`config.mk`:
```
export PLATFORM = sky130hd
export DESIGN_NAME = scan_decoder_flat
export DESIGN_NICKNAME = d
export VERILOG_FILES = /design/src/rtl/scan_decoder_pkg.sv /design/src/rtl/scan_decoder_if.sv /design/src/rtl/scan_decoder_core.sv /design/src/rtl/scan_decoder.sv /design/src/flat_wrapper.sv
export SDC_FILE = /design/constraint.sdc
export NUM_CORES = 1
export LEC_CHECK = 0
export ABC_AREA = 1
export BUFFER_PORTS_ARGS = -buffer_cell sky130_fd_sc_hd__buf_2
export CAP_MARGIN = 20
export CORE_ASPECT_RATIO = 0.5
export CORE_MARGIN = 2
export CORE_UTILIZATION = 30
export CTS_CLUSTER_DIAMETER = 50
export CTS_CLUSTER_SIZE = 28
export DETAILED_ROUTE_END_ITERATION = 10
export GPL_TIMING_DRIVEN = 0
export MAX_ROUTING_LAYER = met4
export PLACE_DENSITY = 0.52
export SLEW_MARGIN = 20
export SYNTH_ARGS = -nofsm -noshare
export SYNTH_HDL_FRONTEND = slang
export SYNTH_SLANG_ARGS = --single-unit
```
`constraint.sdc`:
```
create_clock -name clk -period 4.75 [get_ports clk]
set_clock_uncertainty 0.2 [all_clocks]
set_input_delay 1.1875 -clock clk [delete_from_list [all_inputs] [get_ports clk]]
set_output_delay 1.1875 -clock clk [all_outputs]
set_load 0.01 [all_outputs]
```
`src/rtl/scan_decoder_pkg.sv`:
```
// Shared types and elaboration helpers for the scan decoder: FSM state encoding,
// output-width and counter-width helpers, and the scan-length clamp.
package scan_decoder_pkg;

  localparam int MAX_ADDR_W = 6;

  typedef enum logic [1:0] {
    ST_IDLE   = 2'd0,
    ST_DIRECT = 2'd1,
    ST_DRIVE  = 2'd2,
    ST_GAP    = 2'd3
  } state_e;

  function automatic int n_out(input int addr_w);
    return 1 << addr_w;
  endfunction

  function automatic int cnt_w(input int dwell, input int blank);
    int m;
    m = (dwell > blank) ? dwell : blank;
    return (m < 1) ? 1 : $clog2(m + 1);
  endfunction

  // A length of zero or anything past the last output means "scan every line".
  function automatic logic [MAX_ADDR_W:0] clamp_len(input logic [MAX_ADDR_W:0] raw,
                                                     input int addr_w);
    logic [MAX_ADDR_W:0] full;
    full = (MAX_ADDR_W + 1)'(n_out(addr_w));
    return (raw == '0 || raw > full) ? full : raw;
  endfunction

endpackage

```
`src/rtl/scan_decoder_if.sv`:
```
// Control and select bundle between a scan_decoder and whatever drives it.
interface scan_decoder_if
  import scan_decoder_pkg::*;
#(
  parameter int ADDR_W = 3
);
  logic                        g1;
  logic                        g2a_n;
  logic                        g2b_n;
  logic                        mode;
  logic [ADDR_W-1:0]           addr;
  logic [ADDR_W:0]             scan_len;
  logic [n_out(ADDR_W)-1:0]    y;
  logic [ADDR_W-1:0]           cur_addr;
  logic                        step;
  logic                        wrap;

  modport master (
    output g1, g2a_n, g2b_n, mode, addr, scan_len,
    input  y, cur_addr, step, wrap
  );

  modport slave (
    input  g1, g2a_n, g2b_n, mode, addr, scan_len,
    output y, cur_addr, step, wrap
  );
endinterface

```
`src/rtl/scan_decoder_core.sv`:
```
// Combinational ADDR_W-to-N_OUT line decode with selectable output polarity.
module scan_decoder_core
  import scan_decoder_pkg::*;
#(
  parameter int ADDR_W     = 3,
  parameter bit ACTIVE_LOW = 1'b1
) (
  input  logic [ADDR_W-1:0]        addr,
  output logic [n_out(ADDR_W)-1:0] y
);
  localparam int N_OUT = n_out(ADDR_W);

  logic [N_OUT-1:0] onehot;

  always_comb begin
    onehot       = '0;
    onehot[addr] = 1'b1;
  end

  assign y = ACTIVE_LOW ? ~onehot : onehot;
endmodule

```
`src/rtl/scan_decoder.sv`:
```
// 74LS138-style decoder with registered outputs and an auto-scan sequencer
// that dwells on each position and optionally blanks between positions.
//
// state     | meaning
// ST_IDLE   | disabled, outputs inactive, scan position cleared
// ST_DIRECT | outputs follow the addr input each cycle
// ST_DRIVE  | scan position driven, dwell timer running
// ST_GAP    | all outputs inactive between scan positions
module scan_decoder
  import scan_decoder_pkg::*;
#(
  parameter int ADDR_W     = 3,
  parameter int DWELL      = 4,
  parameter int BLANK      = 1,
  parameter bit ACTIVE_LOW = 1'b1
) (
  input  logic          clk,
  input  logic          rst_n,
  scan_decoder_if.slave bus
);
  localparam int N_OUT = n_out(ADDR_W);
  localparam int CNT_W = cnt_w(DWELL, BLANK);
  localparam int LEN_W = ADDR_W + 1;
  localparam logic [N_OUT-1:0] INACTIVE = {N_OUT{ACTIVE_LOW}};
  localparam logic [CNT_W-1:0] DWELL_LD = CNT_W'(DWELL - 1);
  localparam logic [CNT_W-1:0] BLANK_LD = CNT_W'((BLANK > 0) ? BLANK - 1 : 0);

  state_e            state_q, state_d;
  logic [CNT_W-1:0]  cnt_q, cnt_d;
  logic [ADDR_W-1:0] idx_q, idx_d;
  logic [LEN_W-1:0]  len_q, len_d;
  logic [ADDR_W-1:0] cur_q, cur_d;
  logic              step_q, step_d;
  logic              wrap_q, wrap_d;
  logic [N_OUT-1:0]  y_q, y_d;

  logic              en;
  logic              advance;
  logic              last_pos;
  logic [LEN_W-1:0]  len_new;
  logic [ADDR_W-1:0] nidx;
  logic [ADDR_W-1:0] dec_addr;
  logic [N_OUT-1:0]  dec_y;

  assign en       = bus.g1 & ~bus.g2a_n & ~bus.g2b_n;
  assign len_new  = LEN_W'(clamp_len((MAX_ADDR_W + 1)'(bus.scan_len), ADDR_W));
  assign last_pos = ({1'b0, idx_q} == (len_q - LEN_W'(1)));
  assign nidx     = last_pos ? '0 : idx_q + ADDR_W'(1);

  scan_decoder_core #(
    .ADDR_W     (ADDR_W),
    .ACTIVE_LOW (ACTIVE_LOW)
  ) u_core (
    .addr (dec_addr),
    .y    (dec_y)
  );

  always_comb begin
    state_d  = state_q;
    cnt_d    = cnt_q;
    idx_d    = idx_q;
    len_d    = len_q;
    cur_d    = cur_q;
    step_d   = 1'b0;
    wrap_d   = 1'b0;
    y_d      = INACTIVE;
    dec_addr = idx_q;
    advance  = 1'b0;

    if (!en) begin
      state_d = ST_IDLE;
      idx_d   = '0;
      cnt_d   = '0;
    end else if (!bus.mode) begin
      state_d  = ST_DIRECT;
      dec_addr = bus.addr;
      y_d      = dec_y;
      cur_d    = bus.addr;
    end else begin
      case (state_q)
        ST_IDLE, ST_DIRECT: begin
          state_d  = ST_DRIVE;
          idx_d    = '0;
          len_d    = len_new;
          cnt_d    = DWELL_LD;
          dec_addr = '0;
          y_d      = dec_y;
          cur_d    = '0;
          step_d   = 1'b1;
          wrap_d   = 1'b1;
        end
        ST_DRIVE: begin
          if (cnt_q != '0) begin
            cnt_d = cnt_q - CNT_W'(1);
            y_d   = dec_y;
          end else if (BLANK > 0) begin
            state_d = ST_GAP;
            cnt_d   = BLANK_LD;
          end else begin
            advance = 1'b1;
          end
        end
        ST_GAP: begin
          if (cnt_q != '0) cnt_d = cnt_q - CNT_W'(1);
          else             advance = 1'b1;
        end
        default: state_d = ST_IDLE;
      endcase

      // The scan length only takes effect at a frame boundary.
      if (advance) begin
        state_d  = ST_DRIVE;
        idx_d    = nidx;
        cnt_d    = DWELL_LD;
        dec_addr = nidx;
        y_d      = dec_y;
        cur_d    = nidx;
        step_d   = 1'b1;
        wrap_d   = (nidx == '0);
        if (nidx == '0) len_d = len_new;
      end
    end
  end

  always_ff @(posedge clk or negedge rst_n) begin
    if (!rst_n) begin
      state_q <= ST_IDLE;
      cnt_q   <= '0;
      idx_q   <= '0;
      len_q   <= '0;
      cur_q   <= '0;
      step_q  <= 1'b0;
      wrap_q  <= 1'b0;
      y_q     <= INACTIVE;
    end else begin
      state_q <= state_d;
      cnt_q   <= cnt_d;
      idx_q   <= idx_d;
      len_q   <= len_d;
      cur_q   <= cur_d;
      step_q  <= step_d;
      wrap_q  <= wrap_d;
      y_q     <= y_d;
    end
  end

  assign bus.y        = y_q;
  assign bus.cur_addr = cur_q;
  assign bus.step     = step_q;
  assign bus.wrap     = wrap_q;
endmodule

```
`src/flat_wrapper.sv`:
```
// flat-port wrapper written by rule: the top's interface ports become plain ports
module scan_decoder_flat import scan_decoder_pkg::*;
#(
  parameter int ADDR_W     = 3,
  parameter int DWELL      = 4,
  parameter int BLANK      = 1,
  parameter bit ACTIVE_LOW = 1'b1
)
  (clk, rst_n, bus_g1, bus_g2a_n, bus_g2b_n, bus_mode, bus_addr, bus_scan_len, bus_y, bus_cur_addr, bus_step, bus_wrap);
  scan_decoder_if #(.ADDR_W(ADDR_W)) bus_i ();
  input  logic clk;
  input  logic rst_n;
  input wire logic [$bits(bus_i.g1)-1:0] bus_g1;
  input wire logic [$bits(bus_i.g2a_n)-1:0] bus_g2a_n;
  input wire logic [$bits(bus_i.g2b_n)-1:0] bus_g2b_n;
  input wire logic [$bits(bus_i.mode)-1:0] bus_mode;
  input wire logic [$bits(bus_i.addr)-1:0] bus_addr;
  input wire logic [$bits(bus_i.scan_len)-1:0] bus_scan_len;
  output wire logic [$bits(bus_i.y)-1:0] bus_y;
  output wire logic [$bits(bus_i.cur_addr)-1:0] bus_cur_addr;
  output wire logic [$bits(bus_i.step)-1:0] bus_step;
  output wire logic [$bits(bus_i.wrap)-1:0] bus_wrap;
  assign bus_i.g1 = bus_g1;
  assign bus_i.g2a_n = bus_g2a_n;
  assign bus_i.g2b_n = bus_g2b_n;
  assign bus_i.mode = bus_mode;
  assign bus_i.addr = bus_addr;
  assign bus_i.scan_len = bus_scan_len;
  assign bus_y = bus_i.y;
  assign bus_cur_addr = bus_i.cur_addr;
  assign bus_step = bus_i.step;
  assign bus_wrap = bus_i.wrap;
  scan_decoder #(.ADDR_W(ADDR_W), .DWELL(DWELL), .BLANK(BLANK), .ACTIVE_LOW(ACTIVE_LOW)) u_core (.clk(clk), .rst_n(rst_n), .bus(bus_i));
endmodule
```
==> results of run 1 <==
-- layer usage --
| layer | routed length, µm | up-vias |
|---|---|---|
| li1 | - | 615 |
| met1 | 1500 | 536 |
| met2 | 1240 | 27 |
| met3 | 134 | 2 |
| met4 | 27 | 0 |
| met5 | 0 | - |
-- state kept, by name (all words and copies together), names as in the netlist --
| name | count |
|---|---|
| u_core.bus.y | 8 |
| u_core.bus.cur_addr | 3 |
| u_core.bus.wrap | 1 |
| u_core.state_q | 2 |
| u_core.cnt_q | 3 |
| u_core.bus.step | 1 |
| u_core.idx_q | 3 |
| u_core.len_q | 4 |
-- cells in the final DEF, fill, tap and decap left out, types with 3 or more instances in the layout --
| cell type | Yosys | routed |
|---|---|---|
| sky130_fd_sc_hd__nand2_1 | 54 | 54 |
| sky130_fd_sc_hd__inv_1 | 26 | 26 |
| sky130_fd_sc_hd__buf_2 | 0 | 25 |
| sky130_fd_sc_hd__dfrtp_1 | 17 | 17 |
| sky130_fd_sc_hd__o21ai_0 | 14 | 14 |
| sky130_fd_sc_hd__nor2_1 | 9 | 9 |
| sky130_fd_sc_hd__nand2_2 | 8 | 8 |
| sky130_fd_sc_hd__dfstp_2 | 8 | 8 |
| sky130_fd_sc_hd__nand3_1 | 6 | 6 |
| sky130_fd_sc_hd__ha_1 | 5 | 5 |
| sky130_fd_sc_hd__nor2_2 | 4 | 4 |
| sky130_fd_sc_hd__a21oi_1 | 4 | 4 |
| sky130_fd_sc_hd__clkbuf_8 | 0 | 3 |
-- cell type report --
class                      instances  share of cell area
buffer                             1             0.00681
clock buffer                       3              0.0250
clock inverter                     1             0.00454
inverter                          28              0.0635
multi-input combinational        123               0.397
sequential                        25               0.384
tap                               57              0.0431
timing repair buffer              25              0.0756
-- power groups by stage --
stage	Clock (mW)	Combinational (mW)	Sequential [mW]
floorplan	0	0.0500	0.238
global placement	0	0.0743	0.237
detailed placement	0	0.0761	0.237
CTS	0.135	0.0765	0.233
global route	0.147	0.0877	0.235
finish	0.131	0.0750	0.233
-- worst paths after layout --
kind	from	end	cells after the start
worst max register to register	u_core.cnt_q[0]	u_core.cnt_q[0]	11
min in group asynchronous	rst_n	u_core.len_q[3]	1
worst min register to register	u_core.bus.cur_addr[2]	u_core.bus.cur_addr[2]	2
worst max-delay path	bus_g2a_n	u_core.bus.y[0]	8
worst min-delay path	u_core.bus.cur_addr[2]	u_core.bus.cur_addr[2]	2
max in group asynchronous	rst_n	u_core.bus.y[0]	1
-- stage by stage --
step                      utilization  std cells  setup slack (ns)  hold WS [ns]  instance area (µm²)
after floorplan                     -        177              2.38         0.253                 1410
after global placement          0.359        259              2.04         0.273                 1610
after detailed placement        0.359        259              2.04         0.269                 1610
after CTS                       0.370        263              2.33         0.294                 1650
after global routing            0.370        263              2.27         0.316                 1650
final                           0.370        263              2.36         0.287                 1650
-- worst min-delay path: stages, from the launching register on --
cell and delay [ns]:
sky130_fd_sc_hd__dfrtp_1 0.36, sky130_fd_sc_hd__nand2_1 0.05, sky130_fd_sc_hd__nand2_1 0.05
-- cell families (layout without fill, tap and decap cells) --
group,Yosys count,after routing
simple gates,89,89
buf+inv,29,58
compound gates,25,25
flops,25,25
fa+ha+maj,5,5
xor+xnor,4,4
==> flow_metrics.tcl, run 1 <==
set metrics [dict create \
    class_of_the_most_critical_hold_timing_path "register to register" \
    synthMuxAreaShare 0 \
    tightestPinTransition_ns 0.567 \
    worst-endpoint-arrival_ns 2.40 \
    worst_path_max_delay_cell "sky130_fd_sc_hd__nor3_4" \
    route.vias.total 1180 \
    syn-num-nets 195 \
    final_min_period_over_clock_period 0.504 \
    vias_per_cell 4.49 \
    post_synth_adder_cell_area 0.0444 \
    grtUsageMet3 0.0373 \
    synth_largest_type_area_fraction 0.302 \
    power_density_mw_per_mm2 265 \
    mappedNetlistArea_mm2 0.00141 \
    synthCells 177 \
    ff2ff_setup_slack_ns 2.60 \
    die_area_mm2 0.00529 \
    gp_congestion 0.720 \
    run_status "finished, final reports clean" \
    synth.yosys.warnings 0 \
    synthDominantAreaCellType "sky130_fd_sc_hd__dfrtp_1" \
    p_switching_mw 0.125 \
    combPwrFrac 0.171 \
    postSynth.asyncResetShare 1.00 \
    first_global_vias 1088 \
    clk_path_buf_depth 2 \
    numCtsBuffers 3 \
    area_occupied_by_registers_um2 636 \
    cts_hold_repair.buffers 0 \
    chipHeight_um 52.5 \
    setup-violations-final 0 \
    cp_top_family "simple AND/OR/NAND/NOR gates" \
    synth_common_cells "sky130_fd_sc_hd__nand2_1 (54), sky130_fd_sc_hd__inv_1 (26), sky130_fd_sc_hd__dfrtp_1 (17), sky130_fd_sc_hd__o21ai_0 (14), sky130_fd_sc_hd__nor2_1 (9)" \
    yosys.area_share.xor_xnor 0.0249 \
    global_route.overflow_total 0 \
    drtAntennaViolNets 0 \
    worst_skew_pair.late_latency_ns 0.27 \
    slew_viol_final 0 \
    post-synth-top-count-cell "sky130_fd_sc_hd__nand2_1" \
    max-slew-margin-rel 0.622 \
    drtIter0Drc 33 \
    grt_most_used_layer "met2" \
    buffers_and_inverters_on_the_worst_path 3 \
    p_int_mw 0.314 \
    rows 17 \
    core_area_mm2 0.00447 \
    routedWlPerCell_um 11.0 \
    cts.reportedPaths.clkPinSlew_ns 0.09 \
    path_class "input pin to register" \
    synth_enable_flop_cells 0 \
    synth-seq-cells 25 \
    timing.critical_path.from_type "input pin" \
    post-route-min-period_ns 2.39 \
    synth_compound_area_frac 0.0986 \
    cts_setup_buffers 0 \
    finalSetupTns_ns 0 \
    grt_max_degree 26 \
    multi_input_area_um2 657 \
    hold_viol 0 \
    remaining_routing_drc_violations 0 \
    total_power_mw 0.439 \
    share_of_final_layout_standard_cells_stronger_than_drive_strength_1 0.282 \
    worstPathCellList "buf_2 > nor3_4 > inv_2 > nor2_4 > buf_6 > nand3_2 > a21oi_2 > nand2_1" \
    postCtsResizedCells 0 \
    power.static_leakage_nw 0.832 \
    clock_tree.root_cell "sky130_fd_sc_hd__clkbuf_8" \
    largest_family_of_logic_cells_by_synthesized_area "simple AND/OR/NAND/NOR gates" \
    synth.yosys.seq_area_share 0.451 \
    die_width_um 101 \
    synth.area.top_cells "sky130_fd_sc_hd__dfrtp_1 (30%), sky130_fd_sc_hd__dfstp_2 (15%), sky130_fd_sc_hd__nand2_1 (14%), sky130_fd_sc_hd__inv_1 (6.9%), sky130_fd_sc_hd__o21ai_0 (5.0%)" \
    place.port_buffers 25 \
    fillCellCount 480 \
    overall_routed_net_length_mm 2.90 \
    critical_path_required_ns 4.76 \
    nNetsFinal 225 \
    critPathMaxStageDelay_ns 0.29 \
    max_cap_viol_count 0 \
    rsz0062_at_grt "no" \
    antenna-diode-count 0 \
    postSynthAreaPerCell_um2 7.96 \
    grt_first_pass_wirelength_mm 4.94 \
    antenna_violations_before_repair 0 \
    power_frac_clock 0.298 \
    gr-usage-met2 0.196 \
    floorplan.io_pins 26 \
    htree_levels 1 \
    number_of_iterations_in_the_first_detailed_routing_pass 4 \
    ir_drop_mv 0.115 \
    power.share.switching 0.284 \
    place.detailed.hpwl_mm 2.30 \
    initial_core_utilization 0.315 \
    post_synth_and_or_nand_nor_area_fraction 0.298 \
    post_synth_num_cell_types 27 \
    worstPathMaxFanout 10 \
    clock_sinks 25 \
    cts_tree "yes" \
    critical_path.endpoint_type "register" \
    groute.layer.met1.usage 0.166 \
    fmax_ghz 0.418 \
    synthToLayoutAreaGrowth_pct 17.4 \
    sequential_power_share 0.532 \
    postSynth.topFlopCell "sky130_fd_sc_hd__dfrtp_1" \
    grtUsageTotal 0.127 \
]
Power figures use the tool's default switching activity.
==> run 2: changes to the inputs <==
==> constraint.sdc (replaced) <==
create_clock -name clk -period 2.35 [get_ports clk]
set_clock_uncertainty 0.2 [all_clocks]
set_input_delay 0.5875 -clock clk [delete_from_list [all_inputs] [get_ports clk]]
set_output_delay 0.5875 -clock clk [all_outputs]
set_load 0.01 [all_outputs]
==> flow_metrics.tcl, run 2 (synthesis gave the netlist of run 1 again) <==
set metrics [dict create \
    cts_tree "yes" \
    gp_congestion 0.720 \
    dpl-instance-area_mm2 0.00161 \
    grtUsageTotal 0.127 \
    total_power_mw 0.886 \
    power_density_mw_per_mm2 534 \
    worst_skew_pair.late_latency_ns 0.27 \
    rows 17 \
    slew_viol_final 0 \
    p_int_mw 0.635 \
    power_frac_clock 0.296 \
    nNetsFinal 225 \
    cts.reportedPaths.clkPinSlew_ns 0.09 \
    antenna_violations_before_repair 0 \
    clk_path_buf_depth 2 \
    initial_core_utilization 0.315 \
    route.vias.total 1175 \
    dpl_worst_slack_ns 0.219 \
    largest_register_ffs 8 \
    setup-violations-final 0 \
    worst-endpoint-arrival_ns 2.04 \
    global_route.overflow_total 0 \
    finalSetupTns_ns 0 \
    tightestPinTransition_ns 0.568 \
    final_common_cell "sky130_fd_sc_hd__nand2_1" \
    final_std_cell_area_no_fill_mm2 0.00166 \
    drtIter0Drc 40 \
    floorplan.io_pins 26 \
    die_width_um 101 \
    post-route-min-period_ns 2.08 \
    layout_common_cells "sky130_fd_sc_hd__nand2_1 (54), sky130_fd_sc_hd__inv_1 (26), sky130_fd_sc_hd__buf_2 (25), sky130_fd_sc_hd__dfrtp_1 (17), sky130_fd_sc_hd__o21ai_0 (14)" \
    path_class "register to register" \
    power.share.switching 0.283 \
    cts_setup_buffers 0 \
    drtAntennaViolNets 0 \
    max-slew-margin-rel 0.621 \
    combPwrFrac 0.172 \
    clock_sinks 25 \
    remaining_routing_drc_violations 0 \
    overall_routed_net_length_mm 2.92 \
    share_of_final_layout_standard_cells_stronger_than_drive_strength_1 0.282 \
    htree_levels 1 \
    vias_per_cell 4.47 \
    numCtsBuffers 3 \
    class_of_the_most_critical_hold_timing_path "input pin to asynchronous set/reset pin" \
    place.detailed.hpwl_mm 2.30 \
    number_of_iterations_in_the_first_detailed_routing_pass 4 \
    clock_tree.root_cell "sky130_fd_sc_hd__clkbuf_8" \
    chipHeight_um 52.5 \
    place.port_buffers 25 \
    antenna-diode-count 0 \
    ir_drop_mv 0.230 \
    grt_max_degree 26 \
    worstPathMaxFanout 8 \
    grt_first_pass_wirelength_mm 4.94 \
    p_switching_mw 0.251 \
    run_status "finished, final reports clean" \
    routedWlPerCell_um 11.1 \
    critical_path_required_ns 2.31 \
    max_cap_viol_count 0 \
    first_global_vias 1088 \
    power.static_leakage_nw 0.832 \
    sequential_power_share 0.532 \
    synthToLayoutAreaGrowth_pct 17.8 \
    die_area_mm2 0.00529 \
    fmax_ghz 0.480 \
    postLayoutCoreUtil 0.371 \
    hold_viol 0 \
    fin_ws_ns 0.266 \
    final_min_period_over_clock_period 0.887 \
    fillCellCount 479 \
    rsz0062_at_grt "no" \
    critical_path.endpoint_type "register" \
    timing.critical_path.from_type "register" \
    core_area_mm2 0.00447 \
]
[run 2: power by group through the flow]
stage	clock (mW)	combinational [mW]	sequential, mW
3_3_place_gp	0	0.150	0.479
5_1_grt	0.297	0.178	0.476
3_5_place_dp	0	0.154	0.480
4_1_cts	0.273	0.155	0.472
2_1_floorplan	0	0.101	0.481
6_report	0.263	0.152	0.471
[run 2: metrics by stage]
step,std cells,hold slack [ns]
5_1_grt,263,0.133
6_report,263,0.0934
3_5_place_dp,259,0.269
3_3_place_gp,259,0.273
2_1_floorplan,177,0.0919
4_1_cts,263,0.125
[run 2: worst paths after layout]
| path | from | endpoint | slack (ns) | cells past startpoint |
|---|---|---|---|---|
| max reg2reg | u_core.cnt_q[0] | u_core.cnt_q[0] | 0.27 | 11 |
| min in group clk | u_core.bus.cur_addr[2] | u_core.bus.cur_addr[2] | 0.29 | 2 |
| max | u_core.cnt_q[0] | u_core.cnt_q[0] | 0.27 | 11 |
| min | rst_n | u_core.len_q[3] | 0.09 | 1 |
| max in group asynchronous | rst_n | u_core.bus.step | 1.47 | 1 |
| min reg2reg | u_core.bus.cur_addr[2] | u_core.bus.cur_addr[2] | 0.29 | 2 |
[run 2: timing repair]
item | CTS | global route
setup endpoints to repair | 0 | 1
hold endpoints to repair | 0 | 0
gates resized for setup | 0 | 1
hold buffers | 0 | 0
[run 2: final cells by class]
cell class                      count  area [µm²]  share of cell area
Clock buffer                        3        41.3              0.0249
Multi-Input combinational cell    123         662               0.399
Sequential cell                    25         636               0.383
Clock inverter                      1        7.51             0.00452
Inverter                           28         105              0.0633
Timing Repair Buffer               25         125              0.0754
Buffer                              1        11.3             0.00679
Tap cell                           57        71.3              0.0430
[run 2: metal layers]
layer  wire, µm  track usage  up-vias  share of wire
met5          0            -        -              0
met4         27       0.0338        0         0.0092
met3        146       0.0373        2          0.050
met2       1270        0.196       29           0.43
met1       1480        0.166      530           0.51
li1           -            -      614              -
[run 2: critical path, cell delays in order, from the launching register on]
cell,delay [ns]
sky130_fd_sc_hd__dfrtp_1,0.38
sky130_fd_sc_hd__inv_1,0.05
sky130_fd_sc_hd__ha_1,0.23
sky130_fd_sc_hd__ha_1,0.23
sky130_fd_sc_hd__inv_1,0.13
sky130_fd_sc_hd__nor2_4,0.09
sky130_fd_sc_hd__nor2_4,0.16
sky130_fd_sc_hd__nand2_1,0.09
sky130_fd_sc_hd__nand2_1,0.14
sky130_fd_sc_hd__inv_1,0.10
sky130_fd_sc_hd__o21ai_0,0.07
sky130_fd_sc_hd__o21ai_0,0.10
==> run 3: changes to the inputs <==
--- a/config.mk
+++ b/config.mk
@@ -10,13 +10,13 @@
 export CAP_MARGIN = 20
 export CORE_ASPECT_RATIO = 0.5
 export CORE_MARGIN = 2
-export CORE_UTILIZATION = 30
+export CORE_UTILIZATION = 40
 export CTS_CLUSTER_DIAMETER = 50
 export CTS_CLUSTER_SIZE = 28
 export DETAILED_ROUTE_END_ITERATION = 10
 export GPL_TIMING_DRIVEN = 0
 export MAX_ROUTING_LAYER = met4
-export PLACE_DENSITY = 0.52
+export PLACE_DENSITY = 0.65
 export SLEW_MARGIN = 20
 export SYNTH_ARGS = -nofsm -noshare
 export SYNTH_HDL_FRONTEND = slang
==> flow_metrics.tcl, run 3 (synthesis gave the netlist of run 1 again) <==
set metrics [dict create \
    fmax_ghz 0.473 \
    die_area_mm2 0.00404 \
    place.detailed.hpwl_mm 2.11 \
    antenna-diode-count 0 \
    power_frac_clock 0.290 \
    largest_register_ffs 8 \
    worstPathMaxFanout 8 \
    max-slew-margin-rel 0.625 \
    worst-endpoint-arrival_ns 2.07 \
    first_global_vias 1035 \
    clock_sinks 25 \
    core_area_mm2 0.00340 \
    ir_drop_mv 0.167 \
    final_common_cell "sky130_fd_sc_hd__nand2_1" \
    cts.reportedPaths.clkPinSlew_ns 0.09 \
    layout_common_cells "sky130_fd_sc_hd__nand2_1 (54), sky130_fd_sc_hd__inv_1 (26), sky130_fd_sc_hd__buf_2 (25), sky130_fd_sc_hd__dfrtp_1 (17), sky130_fd_sc_hd__o21ai_0 (14)" \
    grt_first_pass_wirelength_mm 4.53 \
    grt_max_degree 26 \
    power_density_mw_per_mm2 533 \
    p_switching_mw 0.243 \
    fin_ws_ns 0.235 \
    rows 15 \
    cts_tree "yes" \
    finalSetupTns_ns 0 \
    remaining_routing_drc_violations 0 \
    numCtsBuffers 3 \
    rsz0062_at_grt "no" \
    routedWlPerCell_um 10.3 \
    worst_skew_pair.late_latency_ns 0.27 \
    tightestPinTransition_ns 0.563 \
    htree_levels 1 \
    global_route.overflow_total 0 \
    hold_viol 0 \
    chipHeight_um 46.0 \
    combPwrFrac 0.171 \
    cts_hold_repair.buffers 0 \
    share_of_final_layout_standard_cells_stronger_than_drive_strength_1 0.282 \
    critical_path.endpoint_type "register" \
    postCtsResizedCells 0 \
    die_width_um 87.9 \
    place.port_buffers 25 \
    dpl_worst_slack_ns 0.239 \
    overall_routed_net_length_mm 2.65 \
    grtUsageTotal 0.153 \
    p_int_mw 0.634 \
    cts_setup_buffers 0 \
    run_status "finished, final reports clean" \
    antenna_violations_before_repair 0 \
    max_cap_viol_count 0 \
    initial_core_utilization 0.415 \
    drtIter0Drc 60 \
    drtAntennaViolNets 0 \
    synthToLayoutAreaGrowth_pct 16.7 \
    power.share.switching 0.277 \
    path_class "register to register" \
    class_of_the_most_critical_hold_timing_path "input pin to asynchronous set/reset pin" \
    setup-violations-final 0 \
    sequential_power_share 0.539 \
    route.vias.total 1177 \
    clk_path_buf_depth 2 \
    number_of_iterations_in_the_first_detailed_routing_pass 4 \
    floorplan.io_pins 26 \
    critical_path_required_ns 2.30 \
    gp_congestion 0.780 \
    power.static_leakage_nw 0.836 \
    nNetsFinal 225 \
    slew_viol_final 0 \
    vias_per_cell 4.58 \
    final_min_period_over_clock_period 0.900 \
    timing.critical_path.from_type "register" \
    post-route-min-period_ns 2.12 \
    clock_tree.root_cell "sky130_fd_sc_hd__clkbuf_8" \
]
## run 3: cell count changes in the layout (fill, tap and decap cells not counted)
cell,delta
sky130_fd_sc_hd__clkinv_2,+1
sky130_fd_sc_hd__clkinvlp_4,-1
sky130_fd_sc_hd__nor2_2,+1
sky130_fd_sc_hd__nor2_4,-1
## run 3: worst max-delay path, cell delays in order, from the launching register on
cell and delay, ns:
sky130_fd_sc_hd__dfrtp_1 0.37, sky130_fd_sc_hd__inv_1 0.05, sky130_fd_sc_hd__ha_1 0.22, sky130_fd_sc_hd__ha_1 0.23, sky130_fd_sc_hd__inv_1 0.13, sky130_fd_sc_hd__nor2_4 0.09
sky130_fd_sc_hd__nor2_2 0.20, sky130_fd_sc_hd__nand2_1 0.10, sky130_fd_sc_hd__nand2_1 0.14, sky130_fd_sc_hd__inv_1 0.09, sky130_fd_sc_hd__o21ai_0 0.07, sky130_fd_sc_hd__o21ai_0 0.10
## run 3: cell type report
cell class,count,area [µm²]
sequential,25,636
fill,347,1750
tap,51,63.8
buffer,1,11.3
timing repair buffer,25,125
inverter,28,105
clock buffer,3,41.3
multi-input combinational,123,657
clock inverter,1,5.00
## run 3: power groups by stage
stage	combinational, mW	sequential (mW)	clock, mW
2_1_floorplan	0.101	0.481	0
3_3_place_gp	0.147	0.479	0
3_5_place_dp	0.152	0.480	0
4_1_cts	0.153	0.473	0.263
5_1_grt	0.177	0.475	0.285
6_report	0.150	0.472	0.254
## run 3: metrics by stage
stage                     cell area, µm²  hold slack, ns  instances  total power, mW   util
after detailed placement            1600           0.273        253            0.633  0.470
final                               1640          0.0969        257            0.877  0.484
after CTS                           1640           0.115        257            0.888  0.484
after global routing                1640           0.136        257            0.936  0.484
after global placement              1600           0.270        253            0.627  0.470
after floorplan                     1410          0.0919        177            0.582      -
## run 3: path summary, 6_finish.rpt
path	slack, ns	cells after the start	start	to
worst max register to register	0.23	11	u_core.cnt_q[0]	u_core.cnt_q[1]
worst min-delay path	0.1	1	rst_n	u_core.bus.wrap
worst max-delay path	0.23	11	u_core.cnt_q[0]	u_core.cnt_q[1]
max in group asynchronous	1.47	1	rst_n	u_core.bus.y[1]
worst min register to register	0.29	2	u_core.bus.cur_addr[2]	u_core.bus.cur_addr[2]
min in group clk	0.29	2	u_core.bus.cur_addr[2]	u_core.bus.cur_addr[2]
## run 3: routing by layer
metal | vias to the layer above | track usage | wire (µm)
met3 | 2 | 0.0380 | 106
li1 | 615 | - | -
met2 | 24 | 0.261 | 1160
met5 | - | - | 0
met1 | 536 | 0.191 | 1360
met4 | 0 | 0.0277 | 17
